## config.mk

```make
export PLATFORM = sky130hd
export DESIGN_NAME = meissa_controller
export DESIGN_NICKNAME = d
export VERILOG_FILES = /design/src/rtl/meissa_controller.sv
export SDC_FILE = /design/constraint.sdc
export NUM_CORES = 1
export LEC_CHECK = 0
export ABC_AREA = 1
export CAP_MARGIN = 15
export CORE_ASPECT_RATIO = 0.7
export CORE_MARGIN = 2
export CORE_UTILIZATION = 46
export DETAILED_ROUTE_END_ITERATION = 6
export PLACE_DENSITY = 0.82
export SYNTH_ARGS = -nofsm -noshare
export SYNTH_HDL_FRONTEND = slang
export SYNTH_SLANG_ARGS = --single-unit
```

## constraint.sdc

```tcl
create_clock -name clk -period 2.9 [get_ports clk]
set_input_delay 0.58 -clock clk [delete_from_list [all_inputs] [get_ports clk]]
set_output_delay 0.58 -clock clk [all_outputs]
set_load 0.02 [all_outputs]
```

## src/rtl/meissa_controller.sv

```systemverilog
// Job sequencer for the MAC array: weight tile load, vector streaming, result strobes.
// Optional perf counters (perf_cycles/perf_stalls) under `define MEISSA_CTRL_PERF_EN.
module meissa_controller #(
  parameter int DATA_WIDTH   = 16,
  parameter int COLUMN_WIDTH = 9,
  parameter int MAC_LATENCY  = 1,
  parameter int CNT_WIDTH    = 16
) (
  input  logic                               clk,
  input  logic                               reset,
  input  logic                               start,
  input  logic [CNT_WIDTH-1:0]               num_vectors,
  output logic                               busy,
  output logic                               done,
  output logic                               w_req,
  input  logic                               w_ack,
  output logic                               arr_weight_load,
  input  logic                               din_valid,
  output logic                               din_ready,
  input  logic [DATA_WIDTH*COLUMN_WIDTH-1:0] din_data,
  output logic [DATA_WIDTH*COLUMN_WIDTH-1:0] arr_datain,
  output logic                               res_valid,
  output logic [CNT_WIDTH-1:0]               res_index
`ifdef MEISSA_CTRL_PERF_EN
  ,
  output logic [31:0]                        perf_cycles,
  output logic [31:0]                        perf_stalls
`endif
);

  typedef enum logic [2:0] {
    S_IDLE,
    S_LOAD_W,
    S_WLOAD,
    S_STREAM,
    S_DRAIN,
    S_DONE
  } state_t;

  state_t                              r_state;
  logic                                r_busy;
  logic                                r_done;
  logic                                r_w_req;
  logic                                r_wload;
  logic                                r_din_ready;
  logic [CNT_WIDTH-1:0]                r_cnt;
  logic [CNT_WIDTH-1:0]                r_num;
  logic [DATA_WIDTH*COLUMN_WIDTH-1:0]  r_dat;
  logic [MAC_LATENCY-1:0]              r_vld;
  logic [CNT_WIDTH-1:0]                r_idx [MAC_LATENCY];
  logic                                r_res_valid;
  logic [CNT_WIDTH-1:0]                r_res_index;

  logic w_acc;
  logic w_last;

  assign w_acc  = r_din_ready & din_valid;
  assign w_last = (r_cnt == (r_num - CNT_WIDTH'(1)));

  // din_ready is cleared on the edge of the final accept, so it is low
  // from the cycle the count reaches num_vectors.
  always_ff @(posedge clk) begin
    if (reset) begin
      r_state     <= S_IDLE;
      r_busy      <= 1'b0;
      r_done      <= 1'b0;
      r_w_req     <= 1'b0;
      r_wload     <= 1'b0;
      r_din_ready <= 1'b0;
      r_cnt       <= '0;
      r_num       <= '0;
    end else begin
      r_done  <= 1'b0;
      r_wload <= 1'b0;
      case (r_state)
        S_IDLE: begin
          if (start) begin
            r_num  <= num_vectors;
            r_cnt  <= '0;
            r_busy <= 1'b1;
            if (num_vectors == '0) begin
              r_state <= S_DONE;
              r_done  <= 1'b1;
            end else begin
              r_state <= S_LOAD_W;
              r_w_req <= 1'b1;
            end
          end
        end
        S_LOAD_W: begin
          if (w_ack) begin
            r_w_req <= 1'b0;
            r_wload <= 1'b1;
            r_state <= S_WLOAD;
          end
        end
        S_WLOAD: begin
          r_state     <= S_STREAM;
          r_din_ready <= 1'b1;
        end
        S_STREAM: begin
          if (w_acc) begin
            r_cnt <= r_cnt + CNT_WIDTH'(1);
            if (w_last) begin
              r_din_ready <= 1'b0;
              r_state     <= S_DRAIN;
            end
          end
        end
        S_DRAIN: begin
          if (r_vld == '0) begin
            r_state <= S_DONE;
            r_done  <= 1'b1;
          end
        end
        S_DONE: begin
          r_state <= S_IDLE;
          r_busy  <= 1'b0;
        end
        default: begin
          r_state     <= S_IDLE;
          r_busy      <= 1'b0;
          r_w_req     <= 1'b0;
          r_din_ready <= 1'b0;
        end
      endcase
    end
  end

  // Valid/index pipe models the array latency; res_* is one stage past its tail.
  always_ff @(posedge clk) begin
    if (reset) begin
      r_dat       <= '0;
      r_vld       <= '0;
      r_res_valid <= 1'b0;
      r_res_index <= '0;
      for (int unsigned i = 0; i < MAC_LATENCY; i++) r_idx[i] <= '0;
    end else begin
      if (w_acc) r_dat <= din_data;
      r_vld[0] <= w_acc;
      r_idx[0] <= r_cnt;
      for (int unsigned i = 1; i < MAC_LATENCY; i++) begin
        r_vld[i] <= r_vld[i-1];
        r_idx[i] <= r_idx[i-1];
      end
      r_res_valid <= r_vld[MAC_LATENCY-1];
      r_res_index <= r_idx[MAC_LATENCY-1];
    end
  end

`ifdef MEISSA_CTRL_PERF_EN
  logic [31:0] r_perf_cycles;
  logic [31:0] r_perf_stalls;

  always_ff @(posedge clk) begin
    if (reset) begin
      r_perf_cycles <= '0;
      r_perf_stalls <= '0;
    end else if (r_state == S_IDLE && start) begin
      r_perf_cycles <= '0;
      r_perf_stalls <= '0;
    end else begin
      if (r_busy && r_perf_cycles != '1) r_perf_cycles <= r_perf_cycles + 32'd1;
      if (r_din_ready && !din_valid && r_perf_stalls != '1)
        r_perf_stalls <= r_perf_stalls + 32'd1;
    end
  end

  assign perf_cycles = r_perf_cycles;
  assign perf_stalls = r_perf_stalls;
`endif

  assign busy            = r_busy;
  assign done            = r_done;
  assign w_req           = r_w_req;
  assign arr_weight_load = r_wload;
  assign din_ready       = r_din_ready;
  assign arr_datain      = r_dat;
  assign res_valid       = r_res_valid;
  assign res_index       = r_res_index;

endmodule

```

# == Word-level counts from Yosys, hierarchy flattened ==
# Memories as Yosys holds them, arrays and structs flattened. A register that Yosys moved wholly into a read port is not among the register bits.
# Index checks and enable logic that the tools add are counted.
# op_classes
n_reduce_logical,14
eq_ne,12
muxes,29
bitwise,5
n_addsub,2
# ops
op,n
$mux 16,3
$pmux 16 s2,1
$mux 3,6
$add 16x1->16 const B,1
$eq 16x16->1,1
$logic_not 16->1,1
$reduce_or 16->1,1
$sub 16x1->16 const B,1
$pmux 3 s5,1
$mux 1,14
$ne 2x2->1 const B,6
$reduce_or 4->1,3
$eq 3x2->1 const B,2
$eq 3x3->1 const B,2
$pmux 1 s3,2
$reduce_and 3->1,2
$reduce_and 5->1,1
$not 1->1,4
$pmux 1 s2,2
$reduce_and 2->1,2
$reduce_and 4->1,1
$eq 3x1->1 const B,1
$logic_not 3->1,1
$reduce_bool 2->1,1
2 further kinds,2
# word_totals
mem_count,1
word_cells,74
ramBits,16
regBits,186
# mem_list
memory,depth,word_bits,rd,rd_ports_with_merged_regs,write_ports,line_no,source
r_idx,1,16,1,1,1,50,logic [CNT_WIDTH-1:0] r_idx [MAC_LATENCY];

# == Longest topological paths before layout ==
# Gate-level depths: netlist of run 1.
# depth
word_depth,5
mapped_depth,15

# == Worst setup path before layout of run 1 ==
# Ideal clock, no wire load.
# synth_path
kind,register to register
start,reg r_num[0]
end,"reg r_din_ready, in the netlist din_ready"
t_arrival_ns,1.635
path_slack_ns,1.133
setup_time_ns,0.132
path_stages_with_launch,16
path_buffers,0
synth_period_minus_slack_ns,1.767
path_cell_list,dfxtp_1 -> inv_1 -> ha_1 -> nand3_1 -> nor2_1 -> nand2_1 -> nand2_1 -> nand2_1 -> nand2_1 -> nand2_1 -> nor2_1 -> nand3_1 -> nand2_1 -> nand2_1 -> nand2_1 -> a21oi_1
# synth_via
elab_chain_len,4
# synth_rtl
item,line_no,source
"start, declared",47,logic [CNT_WIDTH-1:0] r_num;
"start signal, assigned",78,r_num <= num_vectors;
$sub 16x1->16,58,assign w_last = (r_cnt == (r_num - CNT_WIDTH'(1)));
$eq 16x16->1,58,
$ne 2x2->1 (no source line),n/a,
$reduce_and 3->1 (no source line),n/a,
"end signal, assigned",69,r_din_ready <= 1'b0;
"end signal, assigned",99,r_din_ready <= 1'b1;
"end signal, assigned",105,r_din_ready <= 1'b0;
"end, declared",45,logic r_din_ready;
# Every way passes these cells.
# A chain may end at the register's enable or synchronous reset.

# == Worst setup path after layout of run 1 ==
# Same ends and word-level chain as after synthesis.

==> impl_metrics.env, run 1 <==
export IMPL_finalInstanceArea_um2=12500
export IMPL_max_clock_freq_ghz=0.447
export IMPL_cts_root_buffer="clkbuf_16"
export IMPL_grt_max_degree=146
export IMPL_rsz0062_at_grt="false"
export IMPL_nets=1555
export IMPL_cts_resized=0
export IMPL_die_w_um=163
export IMPL_synthCells=1084
export IMPL_fillers=1301
export IMPL_setup_tns_ps=0
export IMPL_antenna_found_initial=3
export IMPL_p_per_area_nw_per_um2=840
export IMPL_ff2ff_setup_slack_ps=660
export IMPL_dpl_instance_area_um2=11600
export IMPL_worstPathArrival_ps=2610
export IMPL_vias=8122
export IMPL_cts_hold_buffers=0
export IMPL_worst_pin_slew_ps=719
export IMPL_drc=0
export IMPL_cts_num_sinks=218
export IMPL_wl_um=26700
export IMPL_synth_async_reset_ratio_pct=0
export IMPL_grt_pass1_vias=7737
export IMPL_switching_share_pct=33.3
export IMPL_path_class="flop to flop"
export IMPL_rr_endpoint="din_ready"
export IMPL_multi_input_area_um2=3290
export IMPL_yosys_area_top_type="dfxtp_1"
export IMPL_synth_cell_area_um2=8140
export IMPL_yosys_area_top_type_share_pct=53.6
export IMPL_num_rows=40
export IMPL_overflow=0
export IMPL_avgSynthCellArea_um2=7.51
export IMPL_start_kind="flop"
export IMPL_combPwrFrac_pct=32.1
export IMPL_syn_to_final_growth_pct=53.6
export IMPL_rr_startpoint="r_num[0]"
export IMPL_numCtsBuffers=22
export IMPL_maxCapViolCount=0
export IMPL_ys_warn_count=0
export IMPL_first_iter_violations=719
export IMPL_netlist_cell_type_count=29
export IMPL_postCtsSetupBuffers=0
export IMPL_fin_util_pct=72.6
export IMPL_syn_nets=1251
export IMPL_drt_met1_wl_um=10100
export IMPL_crit_start="r_num[0]"
export IMPL_p_clk_share_pct=32.4
export IMPL_avgRoutedWirePerCell_um=16.3
export IMPL_portBuffers=330
export IMPL_status="completed"
export IMPL_synth_edff_count=0
export IMPL_synth_seq_cells=218
export IMPL_pre_cts_ws_ps=553
export IMPL_synthFlopType="dfxtp_1"
export IMPL_drive_gt1_share_pct=4.84
export IMPL_h_tree_depth=1
export IMPL_layout_common_cells="nor2_1, clkdlybuf4s50_1, dfxtp_1"
export IMPL_ant_nets=0
export IMPL_core_area_um2=17200
export IMPL_pin_count=331
export IMPL_drv_slew=0
export IMPL_ys_seq_area_share_pct=53.6
export IMPL_seqPwrFrac_pct=35.5
export IMPL_p_switching_uw=3500
export IMPL_grt_pass1_wl_um=40500
export IMPL_setup_viol=0
export IMPL_grt_usage_pct=27.7
export IMPL_ys_top_cells_by_area="dfxtp_1, nor2_1, o21ai_0"
export IMPL_reg2regPathDepth=15
export IMPL_routed_top_layer="met5"
export IMPL_finClkSkew_ps=15.3
export IMPL_intPower_uw=7000
export IMPL_critical_path_endpoint="din_ready"
export IMPL_dp_hpwl_um=18800
export IMPL_gp_congestion=0.904
export IMPL_irDropWorstVdd_mv=0.633
export IMPL_clk_pin_slew_worst_paths_ps=60
export IMPL_cts_tree="done"
export IMPL_period_share_pct=77.1
export IMPL_initial_core_util_pct=47.3
export IMPL_drt_pre_antenna_iters=6
export IMPL_cts_buffer_depth=3
export IMPL_die_area_um2=18800
export IMPL_cp_max_fo=5
export IMPL_met2WireLength_um=12200
export IMPL_fin_ws_ps=663
export IMPL_worstHoldPathType="flop to flop"
export IMPL_die_h_um=115
export IMPL_p_leak_uw=0.00474
export IMPL_cp_required_ps=3280
export IMPL_via_per_inst=4.96
export IMPL_min_period_ps=2240
export IMPL_layout_commonest_cell="nor2_1"
export IMPL_end_kind="flop"
export IMPL_slew_headroom_pct=52.1
export IMPL_hold_viol_final=0
export IMPL_clk_latency_ps=510
export IMPL_wl_met3_um=3590
export IMPL_register_area_um2=4360
[metrics by stage]
step | power (uW) | cells | hold WS [ps]
global placement | 7000 | 1595 | 390
detailed placement | 7070 | 1595 | 397
CTS | 10500 | 1635 | 403
finish | 10500 | 1636 | 397
floorplan | 5710 | 1084 | 388
global route | 11100 | 1636 | 423
[layer usage]
layer  up-vias  GRT usage [%]
li1       4055              -
met1      3683           31.1
met2       313           45.1
met3        67           15.7
met4         4           8.79
met5         -              0
[kinds of logic (layout without fill, tap and decap cells)]
group | Yosys count | count (layout) | share of synthesized area, %
fa+ha+maj | 2 | 2 | 0.307
buf+inv | 131 | 451 | 6.04
other cells | 0 | 1 | 0
flops | 218 | 218 | 53.6
simple gates | 515 | 515 | 25.9
xor+xnor | 11 | 11 | 1.18
compound gates | 207 | 207 | 12.9
[power groups by stage]
stage          Sequential (uW)  Combinational (uW)  Clock, uW
2_1_floorplan             4140                1570          0
3_3_place_gp              3750                3250          0
3_5_place_dp              3770                3300          0
4_1_cts                   3720                3350       3450
5_1_grt                   3770                3700       3580
6_report                  3720                3370       3400
[area by class of cell]
type / instances / area share [%]
timing repair buffer: 336 / 27.1
tap: 231 / 2.31
multi-input combinational: 735 / 26.3
inverter: 75 / 2.29
clock inverter: 16 / 2.33
antenna: 1 / 0.0200
clock buffer: 24 / 4.71
sequential: 218 / 34.9
[Yosys cell counts, drive strengths merged (2+ instances only)]
cell    instances
buf             5
dfxtp         218
xor2            5
nand4           5
nor3           14
a21oi          34
nand3          28
ha              2
nor2          357
clkbuf         51
nor4            5
nand3b          4
nand2         101
xnor2           6
inv            74
o21ai         170
[registers in the layout, summed over array words and instances (netlist names)]
register / flops
r_cnt: 16
r_vld: 1
arr_weight_load: 1
done: 1
busy: 1
res_index: 16
w_req: 1
res_valid: 1
r_num: 16
arr_datain: 144
din_ready: 1
r_state: 3
r_idx: 16
[worst min path at each step]
stage / startpoint / endpoint / slack (ps) / cells after the start
floorplan: r_idx[0][0] / res_index[0] / 390 / 2
global placement: r_idx[0][14] / res_index[14] / 390 / 2
detailed placement: r_idx[0][9] / res_index[9] / 400 / 2
CTS: r_idx[0][14] / res_index[14] / 400 / 2
global route: r_idx[0][6] / res_index[6] / 420 / 2
finish: r_idx[0][14] / res_index[14] / 400 / 2
[critical path, cell delays in order (launching register included)]
cell and delay (ps):
dfxtp_1 320, inv_1 120, ha_1 240, nand3_1 200, nor2_1 340, nand2_1 120
nand2_1 90, nand2_1 40, nand2_1 50, nand2_1 50, nor2_1 120, nand3_1 90
nand2_1 120, nand2_1 90, nand2_1 70, a21oi_1 50
(Power assumes the default switching activity.)
==> inputs of run 2 (changes only) <==
--- a/config.mk
+++ b/config.mk
@@ -9,9 +9,9 @@
 export CAP_MARGIN = 15
 export CORE_ASPECT_RATIO = 0.7
 export CORE_MARGIN = 2
-export CORE_UTILIZATION = 46
+export CORE_UTILIZATION = 39
 export DETAILED_ROUTE_END_ITERATION = 6
-export PLACE_DENSITY = 0.82
+export PLACE_DENSITY = 0.73
 export SYNTH_ARGS = -nofsm -noshare
 export SYNTH_HDL_FRONTEND = slang
 export SYNTH_SLANG_ARGS = --single-unit
==> constraint.sdc (replaced) <==
create_clock -name clk -period 1.88 [get_ports clk]
set_input_delay 0.376 -clock clk [delete_from_list [all_inputs] [get_ports clk]]
set_output_delay 0.376 -clock clk [all_outputs]
set_load 0.02 [all_outputs]
==> run 2 against run 1 <==
- register-to-register slack got worse by 600 ps
- clock-buffer cell count rose by 7
- non-clock buffer count rose by 36
- total power rose by 51%
- core utilization fell by 10 points
- wire length rose by 1.4%
- global-route usage fell by 4.0 points
- worst setup slack got worse by 640 ps
- via count fell by 0.91%
- worst hold slack improved by 4.4 ps
- final cell count rose by 4.8%
- critical endpoint is now arr_datain[110]
- largest cell class unchanged
- largest power group is now combinational cells
==> impl_metrics.env, run 2 (synthesized netlist as in run 1, its figures left out) <==
export IMPL_crit_start="arr_datain[110]"
export IMPL_fin_ws_ps=22.2
export IMPL_drive_gt1_share_pct=8.90
export IMPL_drt_pre_antenna_iters=4
export IMPL_grtUsageMet2_pct=38.1
export IMPL_layout_common_cells="nor2_1, clkdlybuf4s50_1, dfxtp_1"
export IMPL_drc=0
export IMPL_grt_max_degree=132
export IMPL_cp_max_fo=2
export IMPL_max_clock_freq_ghz=0.538
export IMPL_maxCapViolCount=0
export IMPL_drv_slew=0
export IMPL_die_h_um=125
export IMPL_syn_to_final_growth_pct=58.2
export IMPL_wl_um=27100
export IMPL_pre_cts_ws_ps=-115
export IMPL_worstHoldStart="r_idx[0][11]"
export IMPL_worstPathArrival_ps=1480
export IMPL_irDropWorstVdd_mv=0.614
export IMPL_gp_congestion=0.855
export IMPL_max_stage_delay_ps=610
export IMPL_finClkSkew_ps=17.9
export IMPL_core_area_um2=20600
export IMPL_grt_pass1_vias=7650
export IMPL_cts_buffer_depth=3
export IMPL_path_class="flop to output port"
export IMPL_ant_nets=0
export IMPL_rr_startpoint="r_num[0]"
export IMPL_largest_reg_flops=144
export IMPL_p_per_area_nw_per_um2=1230
export IMPL_end_kind="output port"
export IMPL_numCtsBuffers=22
export IMPL_start_kind="flop"
export IMPL_num_rows=44
export IMPL_p_leak_uw=0.00595
export IMPL_worstHoldPathType="flop to flop"
export IMPL_worst_path_max_delay_cell="clkdlybuf4s50_1"
export IMPL_period_share_pct=98.8
export IMPL_layout_commonest_cell="nor2_1"
export IMPL_use_met3_pct=11.3
export IMPL_setup_viol=0
export IMPL_worst_pin_slew_ps=547
export IMPL_cp_required_ps=1500
export IMPL_dp_hpwl_um=19200
export IMPL_cts_tree="done"
export IMPL_cts_num_sinks=218
export IMPL_initial_core_util_pct=39.5
export IMPL_h_tree_depth=1
export IMPL_overflow=0
export IMPL_hold_viol_final=0
export IMPL_antenna_found_initial=1
export IMPL_path_buf_inv=1
export IMPL_top_usage_layer="met2"
export IMPL_min_period_ps=1860
export IMPL_slew_headroom_pct=63.5
export IMPL_nets=1591
export IMPL_setup_tns_ps=0
export IMPL_first_iter_violations=443
export IMPL_clk_latency_ps=520
export IMPL_clk_pin_slew_worst_paths_ps=60
export IMPL_portBuffers=330
export IMPL_status="completed"
export IMPL_via_per_inst=4.69
export IMPL_cts_root_buffer="clkbuf_16"
export IMPL_vias=8048
export IMPL_avgRoutedWirePerCell_um=15.8
export IMPL_crit_family="buffers and inverters"
export IMPL_pin_count=331
export IMPL_met1_usage_pct=28.8
export IMPL_grt_pass1_wl_um=41700
export IMPL_die_area_um2=22100
export IMPL_grt_usage_pct=23.8
export IMPL_worstPathCellList="clkdlybuf4s50_1"
export IMPL_die_w_um=177
[run 2: cell count changes in the layout (fill, tap and decap cells not counted), moves of 7 or more]
cell             before  now
nor2_1              353  342
dlygate4sd2_1         0   49
buf_4                 3   38
dlymetal6s2s_1        0   45
bufinv_16             8    1
clkdlybuf4s50_1     330  236
[run 2: timing repair]
item                                    4_1_cts  5_1_grt
buffers inserted                              0       10
pin swaps                                     1       21
resized for setup                            53       83
endpoints found under the setup margin       53       52
hold buffers                                  0        0
[run 2: power breakdown]
part	internal, uW	total, uW	switching, uW
clock	2560	4400	1840
sequential	5300	5740	448
combinational	2450	5750	3300
total	10300	15900	5590
[run 2: through the flow]
stage	hold WS (ps)	utilization (%)	area [um2]	instances	power, uW
floorplan	388	-	8140	1084	8810
global placement	391	57.8	11900	1668	11100
detailed placement	395	57.8	11900	1668	11100
CTS	403	61.1	12600	1706	15500
global route	413	62.5	12900	1715	16800
finish	401	62.5	12900	1715	15900
[run 2: metal layers]
| layer | share of wire, % | vias up |
|---|---|---|
| li1 | - | 4126 |
| met1 | 40 | 3633 |
| met2 | 46 | 244 |
| met3 | 11 | 45 |
| met4 | 2.4 | 0 |
| met5 | 0 | - |
[run 2: worst paths after layout]
kind,endpoint,slack (ps),depth (start not counted)
worst min register to register,res_index[11],400,2
worst max-delay path,arr_datain[110],20,1
worst max register to register,r_state[2],60,13
worst min-delay path,res_index[11],400,2
[run 2: worst register-to-register path, delay by kind of cell (launching register included)]
kind / cells / cell delay, ps
simple gates: 10 / 1060
flops: 1 / 330
buf+inv: 3 / 360
[run 2: area by class of cell]
cell class	count	area (um2)
well taps	276	345
diodes	1	2.50
repair buffers	372	3720
inverters	75	289
flip-flops and latches	218	4370
clock buffers	31	654
clock inverters	7	73.8
multi-input cells	735	3420
fillers	1812	7710
==> inputs of run 3 (changes only) <==
--- a/config.mk
+++ b/config.mk
@@ -10,6 +10,7 @@
 export CORE_ASPECT_RATIO = 0.7
 export CORE_MARGIN = 2
 export CORE_UTILIZATION = 39
+export CTS_CLUSTER_SIZE = 25
 export DETAILED_ROUTE_END_ITERATION = 6
 export PLACE_DENSITY = 0.73
 export SYNTH_ARGS = -nofsm -noshare
==> results of run 3 <==
No change in the layout: final DEF, timing and power equal those of run 2.
==> RTL edit, RTL diff (flow settings as in run 3) <==
`r_res_index` no longer has a reset.
--- a/src/rtl/meissa_controller.sv
+++ b/src/rtl/meissa_controller.sv
@@ -135,3 +135,2 @@
       r_res_valid <= 1'b0;
-      r_res_index <= '0;
       for (int unsigned i = 0; i < MAC_LATENCY; i++) r_idx[i] <= '0;
@@ -146,4 +145,7 @@
       r_res_valid <= r_vld[MAC_LATENCY-1];
-      r_res_index <= r_idx[MAC_LATENCY-1];
     end
+  end
+
+  always_ff @(posedge clk) begin
+    r_res_index <= r_idx[MAC_LATENCY-1];
   end
Check against the original RTL: differs if reset is asserted again (counterexample within 10 cycles, from zero or initial values and one cycle with reset high); with reset held inactive, the same outputs for 10 cycles.
==> RTL edit against run 3 <==
The run now ends with setup timing left. Setup slack worse by 0.060 ns. Non-clock buffer count is 3 lower. Sequential cell count unchanged. Final area grew 0.75%. Routed wire length fell by 3.2%. Die area fell by 0.33%. Clock skew down 0.010 ns. Synthesized area shrank 0.34%. Total power up 0.13%. Largest power group is now sequential cells.
==> RTL edit: results (changes against run 3) <==
Worst Hold Path Cells: 0 (-2)
First-pass GRT wire length: 40.6 mm (-2.7%)
PnR worst setup slack: -0.0378 ns (-0.0600 ns)
Compound-cell area share of the yosys netlist: 0.132 (+0.00244)
Vias in the first global route: 7722 (+0.94%)
Non-clock buffer share: 0.293 (+0.00412)
Multi-input logic area: 0.00340 mm^2 (-0.62%)
Post-Synth XOR/XNOR Area: 0.00972 (-0.00212)
CP Class: register to register
CP Max Fanout: 3 (+1)
Diode count: 2 (+1)
Status: complete, but fails checks
Leak: 6.32 nW (+6.2%)
Max Clock Skew: 0.00743 ns (-0.0104 ns)
Comb_multi_in: 738 (+0.41%)
Post-CTS resize count: 44 (-17%)
CTS buffer count: 23 (+4.5%)
Post-synth cell types: 36 (+24%)
Routed len/inst: 15.4 um (-2.8%)
Syn Nets: 1241 (-0.80%)
1st-iter DRT viols: 495 (+12%)
Synth top cells by count: nor2_1 (345), dfxtp_1 (218), o21ai_0 (166), nand2_1 (112), inv_1 (58)
Avg Cell Area, Syn: 7.55 um^2 (+0.59%)
GP Congestion: 0.868 (+1.5%)
Post-CTS Repair Setup Buffers: 3 (+3)
Critical Path Sink: r_state[0]
Area after DPL: 0.0119 mm^2 (-0.30%)
Synth area leaders: dfxtp_1 (54%), nor2_1 (16%), o21ai_0 (10%)
Tightest Pin Transition: 0.543 ns (-0.00415 ns)
Pre-CTS setup slack: -0.281 ns (-0.167 ns)
Adder-cell share of the synthesized area: 0.00308 (+0.0000104)
Number of fill cells in the layout: 1800 (-0.66%)
Detailed placement HPWL: 18.8 mm (-2.4%)
Hold path start: r_idx[0][6]
Violated checks: setup timing
Seq cells: 218 (unchanged)
Worst vdd ir: 0.741 mV (+21%)
Fin nets: 1580 (-0.69%)
Largest net degree at the start of global routing: 130 (-1.5%)
Final Setup Violations: 2 (+2)
-- RTL edit: metrics by stage --
stage	power [mW]	setup TNS, ns	utilization	std cells	hold slack (ns)
final	15.9	-0.0685	0.630	1707	0.324
after global routing	16.8	-0.438	0.630	1706	0.332
after detailed placement	10.9	-4.66	0.576	1656	0.312
after floorplan	8.64	0	-	1074	0.310
after CTS	15.9	-0.0611	0.617	1700	0.327
after global placement	10.8	-2.33	0.576	1656	0.311
-- RTL edit: power breakdown --
group / total (mW) / leakage [nW] / switching, mW / internal, mW
sequential: 5.68 / 1.77 / 0.421 / 5.26
clock: 4.83 / 0.399 / 1.87 / 2.96
combinational: 5.41 / 4.15 / 3.03 / 2.38
total: 15.9 / 6.32 / 5.32 / 10.6
-- RTL edit: metal layers --
metal	track usage	share of wire	up-vias
met5	0	0	-
met4	0.0734	0.032	0
met3	0.0934	0.094	61
met2	0.382	0.47	252
met1	0.276	0.41	3658
li1	-	-	4091
